**config.mk**
```make
export PLATFORM = sky130hd
export DESIGN_NAME = fir_tap_mac_flat
export DESIGN_NICKNAME = d
export VERILOG_FILES = /design/src/rtl/fir_tap_mac_pkg.sv /design/src/rtl/fir_tap_mac_if.sv /design/src/rtl/fir_tap_mac_brentkung16.sv /design/src/rtl/fir_tap_mac.sv /design/src/flat_wrapper.sv
export SDC_FILE = /design/constraint.sdc
export NUM_CORES = 1
export LEC_CHECK = 0
export CORE_MARGIN = 5
export CORE_UTILIZATION = 50
export DETAILED_ROUTE_END_ITERATION = 10
export GPL_TIMING_DRIVEN = 0
export PLACE_DENSITY = 0.75
export SLEW_MARGIN = 20
export SYNTH_ARGS = -nofsm -noshare
export SYNTH_HDL_FRONTEND = slang
export SYNTH_SLANG_ARGS = --single-unit
```
**constraint.sdc**
```tcl
create_clock -name clk -period 14.11 [get_ports clk]
set_input_delay 1.411 -clock clk [delete_from_list [all_inputs] [get_ports clk]]
set_output_delay 1.411 -clock clk [all_outputs]
set_load 0.02 [all_outputs]
```
**src/rtl/fir_tap_mac_pkg.sv**
```systemverilog
// fir_pkg: shared widths, FSM state encoding and the tap product helper
// for the sequential FIR tap engine.
package fir_pkg;

  localparam int SAMPLE_W = 8;
  localparam int COEF_W   = 8;
  localparam int ACC_W    = 16;

  typedef enum logic [1:0] {
    IDLE = 2'd0,
    MAC  = 2'd1,
    OUT  = 2'd2
  } state_e;

  // Full-width unsigned 8x8 product; never truncated before accumulation.
  function automatic logic [ACC_W-1:0] tap_product(
    input logic [SAMPLE_W-1:0] x,
    input logic [COEF_W-1:0]   c
  );
    return ACC_W'(x) * ACC_W'(c);
  endfunction

endpackage

```
**src/rtl/fir_tap_mac_if.sv**
```systemverilog
// Sample-in / result-out handshake bundle of the FIR tap engine.
// master = producer/consumer side, slave = the engine.
interface fir_tap_mac_if;
  import fir_pkg::*;

  logic                in_valid;
  logic                in_ready;
  logic [SAMPLE_W-1:0] in_data;
  logic                out_valid;
  logic                out_ready;
  logic [ACC_W-1:0]    out_data;

  modport master (
    output in_valid, in_data, out_ready,
    input  in_ready, out_valid, out_data
  );

  modport slave (
    input  in_valid, in_data, out_ready,
    output in_ready, out_valid, out_data
  );

endinterface

```
**src/rtl/fir_tap_mac_brentkung16.sv**
```systemverilog
// brentkung16: 16-bit Brent-Kung parallel-prefix adder, no carry-in,
// carry-out discarded (sum wraps modulo 2^16).
module brentkung16 (
  input  logic [15:0] a,
  input  logic [15:0] b,
  output logic [15:0] sum
);

  // Up-sweep builds group generate/propagate on power-of-two spans, the
  // down-sweep fills in the remaining prefix positions.
  function automatic logic [15:0] bk_add(input logic [15:0] x, input logic [15:0] y);
    logic [15:0] p;
    logic [15:0] gg;
    logic [15:0] pp;
    p  = x ^ y;
    gg = x & y;
    pp = p;
    for (int l = 0; l < 4; l++) begin
      for (int i = (2 << l) - 1; i < 16; i += (2 << l)) begin
        gg[i] = gg[i] | (pp[i] & gg[i - (1 << l)]);
        pp[i] = pp[i] & pp[i - (1 << l)];
      end
    end
    for (int l = 2; l >= 0; l--) begin
      for (int i = 3 * (1 << l) - 1; i < 16; i += (2 << l)) begin
        gg[i] = gg[i] | (pp[i] & gg[i - (1 << l)]);
        pp[i] = pp[i] & pp[i - (1 << l)];
      end
    end
    // Carry into bit i is the prefix generate of bits [i-1:0].
    return {p[15:1] ^ gg[14:0], p[0]};
  endfunction

  // Combinational sum.
  always_comb begin
    sum = bk_add(a, b);
  end

endmodule

```
**src/rtl/fir_tap_mac.sv**
```systemverilog
// fir_tap_mac: sequential direct-form FIR, one tap per clock through a
// single 8x8 multiplier and the Brent-Kung adder.
// Optional build macro: COEF_WR_EN (run-time writable coefficients).
module fir_tap_mac
  import fir_pkg::*;
#(
  parameter int                      TAPS = 4,
  parameter logic [TAPS*COEF_W-1:0]  COEF = 32'h04030201
) (
  input  logic                clk,
  input  logic                rst,
  fir_tap_mac_if.slave        bus
`ifdef COEF_WR_EN
  ,
  input  logic                coef_we,
  input  logic [3:0]          coef_addr,
  input  logic [COEF_W-1:0]   coef_wdata
`endif
);

  localparam int K_W = (TAPS > 1) ? $clog2(TAPS) : 1;

  state_e              state_q;
  state_e              state_d;
  logic [SAMPLE_W-1:0] line_q [TAPS];
  logic [COEF_W-1:0]   coef_s [TAPS];
  logic [ACC_W-1:0]    acc_q;
  logic [K_W-1:0]      k_q;
  logic                out_valid_q;
  logic [ACC_W-1:0]    out_data_q;

  logic                accept_s;
  logic                last_s;
  logic [ACC_W-1:0]    prod_s;
  logic [ACC_W-1:0]    sum_s;

  assign accept_s = (state_q == IDLE) && bus.in_valid;
  assign last_s   = (k_q == K_W'(TAPS - 1));

  assign bus.in_ready  = (state_q == IDLE);
  assign bus.out_valid = out_valid_q;
  assign bus.out_data  = out_data_q;

`ifdef COEF_WR_EN
  logic [COEF_W-1:0] coef_q [TAPS];
  logic              coef_wr_s;

  // Writes land only while idle and only to an existing tap.
  assign coef_wr_s = coef_we && (state_q == IDLE) && ({1'b0, coef_addr} < 5'(TAPS));

  // Coefficient register file, restored to the build-time set on reset.
  always_ff @(posedge clk) begin
    if (rst) begin
      for (int i = 0; i < TAPS; i++) coef_q[i] <= COEF[i*COEF_W +: COEF_W];
    end else if (coef_wr_s) begin
      coef_q[coef_addr[K_W-1:0]] <= coef_wdata;
    end else begin
      coef_q <= coef_q;
    end
  end

  // Present the live coefficient set to the tap mux.
  always_comb begin
    for (int i = 0; i < TAPS; i++) coef_s[i] = coef_q[i];
  end
`else
  // Constant coefficient set unpacked from the parameter.
  always_comb begin
    for (int i = 0; i < TAPS; i++) coef_s[i] = COEF[i*COEF_W +: COEF_W];
  end
`endif

  // Tap mux and product for the current k.
  always_comb begin
    prod_s = tap_product(line_q[k_q], coef_s[k_q]);
  end

  brentkung16 u_add (
    .a   (acc_q),
    .b   (prod_s),
    .sum (sum_s)
  );

  // FSM state register.
  always_ff @(posedge clk) begin
    if (rst) state_q <= IDLE;
    else     state_q <= state_d;
  end

  // FSM next-state: accept, TAPS MAC cycles, hold result until taken.
  always_comb begin
    state_d = state_q;
    case (state_q)
      IDLE: begin
        if (accept_s) state_d = MAC;
        else          state_d = IDLE;
      end
      MAC: begin
        if (last_s) state_d = OUT;
        else        state_d = MAC;
      end
      OUT: begin
        if (bus.out_ready) state_d = IDLE;
        else               state_d = OUT;
      end
      default: state_d = IDLE;
    endcase
  end

  // Datapath: delay line shift on accept, accumulation, result register.
  always_ff @(posedge clk) begin
    if (rst) begin
      for (int i = 0; i < TAPS; i++) line_q[i] <= '0;
      acc_q       <= '0;
      k_q         <= '0;
      out_valid_q <= 1'b0;
      out_data_q  <= '0;
    end else begin
      case (state_q)
        IDLE: begin
          if (accept_s) begin
            line_q[0] <= bus.in_data;
            for (int i = 1; i < TAPS; i++) line_q[i] <= line_q[i-1];
            acc_q <= '0;
            k_q   <= '0;
          end
        end
        MAC: begin
          acc_q <= sum_s;
          k_q   <= k_q + K_W'(1);
          // The final sum goes straight to the output register so the
          // result is visible the cycle OUT is entered.
          if (last_s) begin
            out_data_q  <= sum_s;
            out_valid_q <= 1'b1;
          end
        end
        OUT: begin
          if (bus.out_ready) out_valid_q <= 1'b0;
        end
        default: begin
          out_valid_q <= 1'b0;
        end
      endcase
    end
  end

endmodule
```
**src/flat_wrapper.sv**
```systemverilog
// flat-port wrapper written by rule: the top's interface ports become plain ports
module fir_tap_mac_flat import fir_pkg::*;
#(
  parameter int                      TAPS = 4,
  parameter logic [TAPS*COEF_W-1:0]  COEF = 32'h04030201
)
  (clk, rst, bus_in_valid, bus_in_data, bus_out_ready, bus_in_ready, bus_out_valid, bus_out_data);
  fir_tap_mac_if bus_i ();
  input  logic clk;
  input  logic rst;
  input wire logic [$bits(bus_i.in_valid)-1:0] bus_in_valid;
  input wire logic [$bits(bus_i.in_data)-1:0] bus_in_data;
  input wire logic [$bits(bus_i.out_ready)-1:0] bus_out_ready;
  output wire logic [$bits(bus_i.in_ready)-1:0] bus_in_ready;
  output wire logic [$bits(bus_i.out_valid)-1:0] bus_out_valid;
  output wire logic [$bits(bus_i.out_data)-1:0] bus_out_data;
  assign bus_i.in_valid = bus_in_valid;
  assign bus_i.in_data = bus_in_data;
  assign bus_i.out_ready = bus_out_ready;
  assign bus_in_ready = bus_i.in_ready;
  assign bus_out_valid = bus_i.out_valid;
  assign bus_out_data = bus_i.out_data;
  fir_tap_mac #(.TAPS(TAPS), .COEF(COEF)) u_core (.clk(clk), .rst(rst), .bus(bus_i));
endmodule
```
**Yosys cells after proc, flatten, opt, wreduce, memory -nomap -nowiden**

Memories as Yosys holds them, arrays and structs flattened. A register that Yosys moved wholly into a read port is not among the register bits.
Index checks and enable logic that the tools add are counted.

- Add/sub/neg operators: 1
- $mul: 1
- Order comparisons: 1
- Equality and inequality tests: 6
- Multiplexer cells: 26
- Bitwise logic cells: 61
- Reduce and logical (&&, ||, !) cells: 6

Operators by type and width:

| cell | number |
|---|---|
| 2-to-1 mux 8 bit | 6 |
| one-hot mux 16 bit (2 select lines) | 1 |
| AND 1 bit | 30 |
| bitwise OR 1 bit | 26 |
| binary-select mux 8 bit (select 2 bit) | 1 |
| multiplier 8 x 8 -> 16 bit | 1 |
| 2-to-1 mux 16 bit | 1 |
| bitwise XOR 16 bit | 1 |
| AND 15 bit | 1 |
| bitwise XOR 15 bit | 1 |
| 2-to-1 mux 2 bit | 5 |
| 2-to-1 mux 1 bit | 9 |
| one-hot mux 2 bit (3 select lines) | 1 |
| == test 2 bit (second input constant) | 2 |
| inequality test 2 x 1 -> 1 bit (second input constant) | 2 |
| one-hot mux 2 bit (2 select lines) | 1 |
| AND reduction 2 bit | 2 |
| >= comparator 3 bit (second input constant) | 1 |
| inverter 2 -> 3 bit | 1 |
| one-hot mux 1 bit (3 select lines) | 1 |
| AND reduction 3 bit | 1 |
| adder 2 x 1 -> 2 bit (second input constant) | 1 |
| == test 2 x 1 -> 1 bit (second input constant) | 1 |
| zero test 2 bit | 1 |
| other kinds (4) | 4 |

- Bits in registers: 37
- Bits in writable memories: 32
- Bits of input ports: 12
- Output and inout bits: 18
- Word-level logic and storage cells: 108
- Memories: 1

Memories:

| memory | depth | bits a word | read ports | clocked after memory_dff | write ports | line | text |
|---|---|---|---|---|---|---|---|
| u_core.line_q | 4 | 8 | 4 | 1 | 4 | fir_tap_mac.sv:25 | `logic [SAMPLE_W-1:0] line_q [TAPS];` |

**Depth between registers and ports, before layout**

- Word-level depth: 20
- Depth in mapped cells: 25
- Depth with buffers taken out: 25

**Hierarchy**

A second synthesis with hierarchy kept.

- Cells, all modules: 407
- Area, all modules: 4265.3 um^2

Modules (own cells, without submodules):

| module | times used | cells an instance | area an instance (um^2) | seq. area each (um^2) |
|---|---|---|---|---|
| fir_tap_mac | 1 | 342 | 3681.0 | 1741.7 |
| brentkung16 | 1 | 65 | 584.3 | 0.0 |

**Least setup slack after synthesis**

No wires, ideal clock.

- Path kind: register to register
- Start point: register (tool-made name)
- End point: register u_core.acc_q[10]
- Library setup time: 0.065 ns
- Arrival: 5.163 ns
- Required time: 14.045 ns
- Slack: 8.882 ns
- Stages on the path, launching flop included: 25
- Buffers on the path: 1
- Clock period less this slack: 5.228 ns
- Cells stage by stage: dfxtp_1 -> buf_2 -> mux4_2 -> and2_1 -> ha_1 -> ha_1 -> inv_1 -> fa_1 -> inv_1 -> ha_1 -> inv_1 -> fa_1 -> nor2b_4 -> o31a_2 -> or4_1 -> nand3_1 -> ha_1 -> o211ai_1 -> nor2_1 -> o21a_1 -> a211oi_1 -> fa_1 -> nor2_1 -> a21oi_1 -> nor2_1

RTL lines:

| what | line | text |
|---|---|---|
| end signal: assignment | fir_tap_mac.sv:129 | `acc_q <= sum_s;` |
| end: declaration | fir_tap_mac.sv:27 | `logic [ACC_W-1:0] acc_q;` |

==> key figures <==
Place
  • HPWL after DPL: 6050 um
  • Placed Area: 4610 um2
  • Port-buffer cells: 29
  • GP Congestion: 0.842

Hold path
  • Hold Crit Start: u_core.bus.out_data[14]$_SDFFE_PP0P_
  • Hold Path Stages: 2
  • Hold-critical path endpoint: u_core.bus.out_data[14]$_SDFFE_PP0P_
  • Worst Hold Class: register to register

CTS
  • H-tree depth: 3
  • Hold_buf cts: 0
  • Clock latency on the worst-skew pair: 0.35 ns
  • CTS tree: yes
  • Longest Clk Path Bufs: 2
  • Clock sinks: 71
  • CTS buffer count: 9
  • Clock transition at path regs: 0.09 ns
  • Root Buffer: clkbuf_8
  • Post-CTS resize count: 0
  • Post-CTS Setup Inserts: 0

STA
  • Tmin final: 5.62 ns
  • Hold slack: 0.457 ns
  • RSZ-0062 raised after global routing: no
  • Relative slew slack: 0.502
  • FMAX: 178 MHz
  • Endpoints failing setup: 0
  • Final Max Slew Viols: 0
  • Final Hold Viols: 0
  • Slew @ Worst Pin: 0.748 ns
  • Fin Clk Skew: 0.0169 ns
  • Total negative slack: 0 ns
  • Fin crit share: 0.398

Routing
  • Vias: 2,958
  • Final WL: 8040 um
  • Routed len/inst: 14.4 um
  • DRC: 0
  • Initial DRC count: 66
  • Drt via density: 5.30
  • Antenna-violating nets left: 0
  • First-pass detailed-route iteration total: 4

Synthesis
  • Top post-synthesis cells by area: edfxtp_1 (23%), dfxtp_1 (19%), ha_1 (12%)
  • Post-synth top area share: 0.230
  • Distinct cell type count after synthesis: 38
  • Post-synthesis sequential area ratio: 0.416
  • Synth Cell Area: 4190 um2
  • Mean post-synth cell area: 10.3 um2
  • Ys flop type: dfxtp_1
  • Ys Warns: 0
  • Yosys reg bits: 71
  • Syn nets: 472
  • Async set-reset flop share out of synthesis: 0
  • Leading area contributor after synthesis: edfxtp_1
  • Gate Count Post-Synth: 408
  • Number of enable flip-flop cells after synthesis: 32

Cells and area
  • Area Growth Syn to Fin: 14.8%
  • Post-route cell area: 4810 um2
  • Share of cells above drive strength 1: 0.0861
  • Nets: 512
  • Finished Core Util: 0.588
  • Multi-input gate area: 2210 um2
  • Seq. cell area: 1740 um2
  • # diodes: 0
  • Fillers: 723

Die
  • Row cnt: 33
  • Initial core utilization: 0.512
  • Die area: 10,300 um2
  • CORE AREA: 8180 um2
  • Die span in y: 102 um
  • Die Width: 102 um
  • I/O pins: 30

Critical path
  • R2r setup slk: 8.49 ns
  • CP Capture Type: register
  • Crit path top cell by count: ha_1
  • Slowest CP cell: mux4_2
  • CP Max Fanout: 8
  • Arrival time worst endpoint: 5.91 ns
  • Critical Path Start Type: register
  • Worst path required time: 14.40 ns
  • R2R cell count: 24
  • Slowest stage delay, CP: 0.59 ns
  • Worst setup path class: register to register
  • R2R Path End: u_core.acc_q[10]$_SDFFE_PP0P_
  • CP Cell Sequence: buf_2 -> mux4_2 -> nor2b_1 -> ha_1 -> ha_1 -> inv_1 -> fa_1 -> inv_1 -> ha_1 -> inv_1 -> fa_1 -> nor2b_4 -> o31a_2 -> or4_1 -> nand3_1 -> ha_1 -> o211ai_1 -> nor2_1 -> o21a_1 -> a211oi_1 -> fa_1 -> nor2_1 -> a21oi_1 -> nor2_1

Power
  • Worst vdd ir: 54.8 uV
  • Clk pwr share: 0.351
  • Leakage power: 0.00205 uW
  • Total power: 475 uW
  • Seq pwr share: 0.486
  • Gate power share: 0.163
  • Sw power: 133 uW
  • PwrDens: 98.8 nW/um2
  • Switch share: 0.280
  • Internal power: 342 uW

Run
  • Max-Cap Viols: 0

GRT
  • Initial antenna violation count: 0
  • First-pass GRT wire length: 14,100 um
  • Total gr overflow: 0
  • GRT Resource Usage Total: 0.174
  • Largest net degree at the start of global routing: 33
  • Vias in the first global route: 3,072

Run status
  • Status: finished clean
==> worst max path at each step <==
stage / start / end / slack, ns / cells past startpoint
2_1_floorplan: register / u_core.acc_q[10]$_SDFFE_PP0P_ / 8.88 / 24
3_3_place_gp: register / u_core.acc_q[10]$_SDFFE_PP0P_ / 8.57 / 24
3_5_place_dp: register / u_core.acc_q[10]$_SDFFE_PP0P_ / 8.48 / 24
4_1_cts: register / u_core.acc_q[10]$_SDFFE_PP0P_ / 8.47 / 24
5_1_grt: register / u_core.acc_q[10]$_SDFFE_PP0P_ / 8.17 / 24
6_report: register / u_core.acc_q[10]$_SDFFE_PP0P_ / 8.49 / 24
==> through the flow <==
step,worst slack (ns),instances
after floorplan,8.88,408
after global placement,8.57,542
after detailed placement,8.48,542
after CTS,8.47,558
after global routing,8.17,558
final,8.49,558
==> state kept, by name, indices dropped and copies added (netlist names), named ones only <==
| register | count |
|---|---|
| u_core.k_q | 2 |
| u_core.bus.out_data | 16 |
| u_core.bus.out_valid | 1 |
| u_core.state_q | 2 |
| u_core.line_q | 32 |
| u_core.acc_q | 16 |
==> routing by layer <==
metal,GRT usage,wire length [um],vias to the layer above
li1,-,-,1461
met4,0.0573,103,0
met5,0,0,-
met1,0.229,3750,1449
met3,0.0324,253,11
met2,0.290,3930,37
==> layout by cell type, fill, tap and decap left out, types with 2 or more instances in the layout <==
master / netlist / routed
a211oi_1: 5 / 5
a211oi_2: 4 / 4
a21o_1: 2 / 2
a21oi_1: 28 / 28
a22oi_1: 12 / 12
and2_1: 48 / 48
buf_2: 4 / 4
buf_4: 2 / 2
clkbuf_1: 9 / 10
clkbuf_8: 0 / 9
clkdlybuf4s50_1: 0 / 29
clkinv_4: 0 / 2
dfxtp_1: 39 / 39
edfxtp_1: 32 / 32
fa_1: 13 / 13
ha_1: 39 / 39
inv_1: 41 / 41
mux4_2: 8 / 8
nand2_1: 31 / 31
nand2b_1: 5 / 4
nand3_1: 2 / 2
nand3b_1: 2 / 2
nor2_1: 33 / 33
nor2b_1: 10 / 10
nor3_1: 2 / 2
o211ai_1: 4 / 4
o21a_1: 2 / 2
o21ai_0: 8 / 8
xnor2_1: 8 / 8
xor2_1: 4 / 4
==> cells by family (layout without fill, tap and decap cells) <==
logic type | Yosys count | count (layout) | synth area share
flops | 71 | 71 | 0.416
mux | 8 | 8 | 0.0430
xor+xnor | 12 | 12 | 0.0251
buf+inv | 57 | 102 | 0.0559
compound gates | 70 | 70 | 0.111
simple gates | 138 | 138 | 0.170
fa+ha+maj | 52 | 52 | 0.179
==> cell type report <==
class,instances,share of cell area
buffer,16,0.0167
multi-input combinational,280,0.461
clock inverter,6,0.0141
sequential,71,0.362
timing repair buffer,29,0.0604
clock buffer,10,0.0266
tap,105,0.0273
inverter,41,0.0320
==> power by group through the flow <==
stage                     Combinational [uW]  Sequential [uW]  Clock, uW
final                                   77.4              231        167
after CTS                               78.6              231        169
after floorplan                         58.4              234          0
after detailed placement                78.2              236          0
after global placement                  76.3              235          0
after global routing                    89.3              232        178
==> cell usage after synthesis (2+ instances only) <==
cell type	number
and2_1	48
inv_1	41
dfxtp_1	39
ha_1	39
nor2_1	33
edfxtp_1	32
nand2_1	31
a21oi_1	28
fa_1	13
a22oi_1	12
nor2b_1	10
clkbuf_1	9
mux4_2	8
o21ai_0	8
xnor2_1	8
a211oi_1	5
nand2b_1	5
a211oi_2	4
buf_2	4
o211ai_1	4
xor2_1	4
a21o_1	2
buf_4	2
nand3_1	2
nand3b_1	2
nor3_1	2
o21a_1	2
==> critical path: cells and delay by family, from the launching register on <==
family          cells  cell delay [ns]
mux                 1             0.59
fa+ha+maj           7             2.32
simple gates        7             1.00
flops               1             0.31
compound gates      5             0.90
buf+inv             4             0.44
Power figures use the tool's default switching activity.
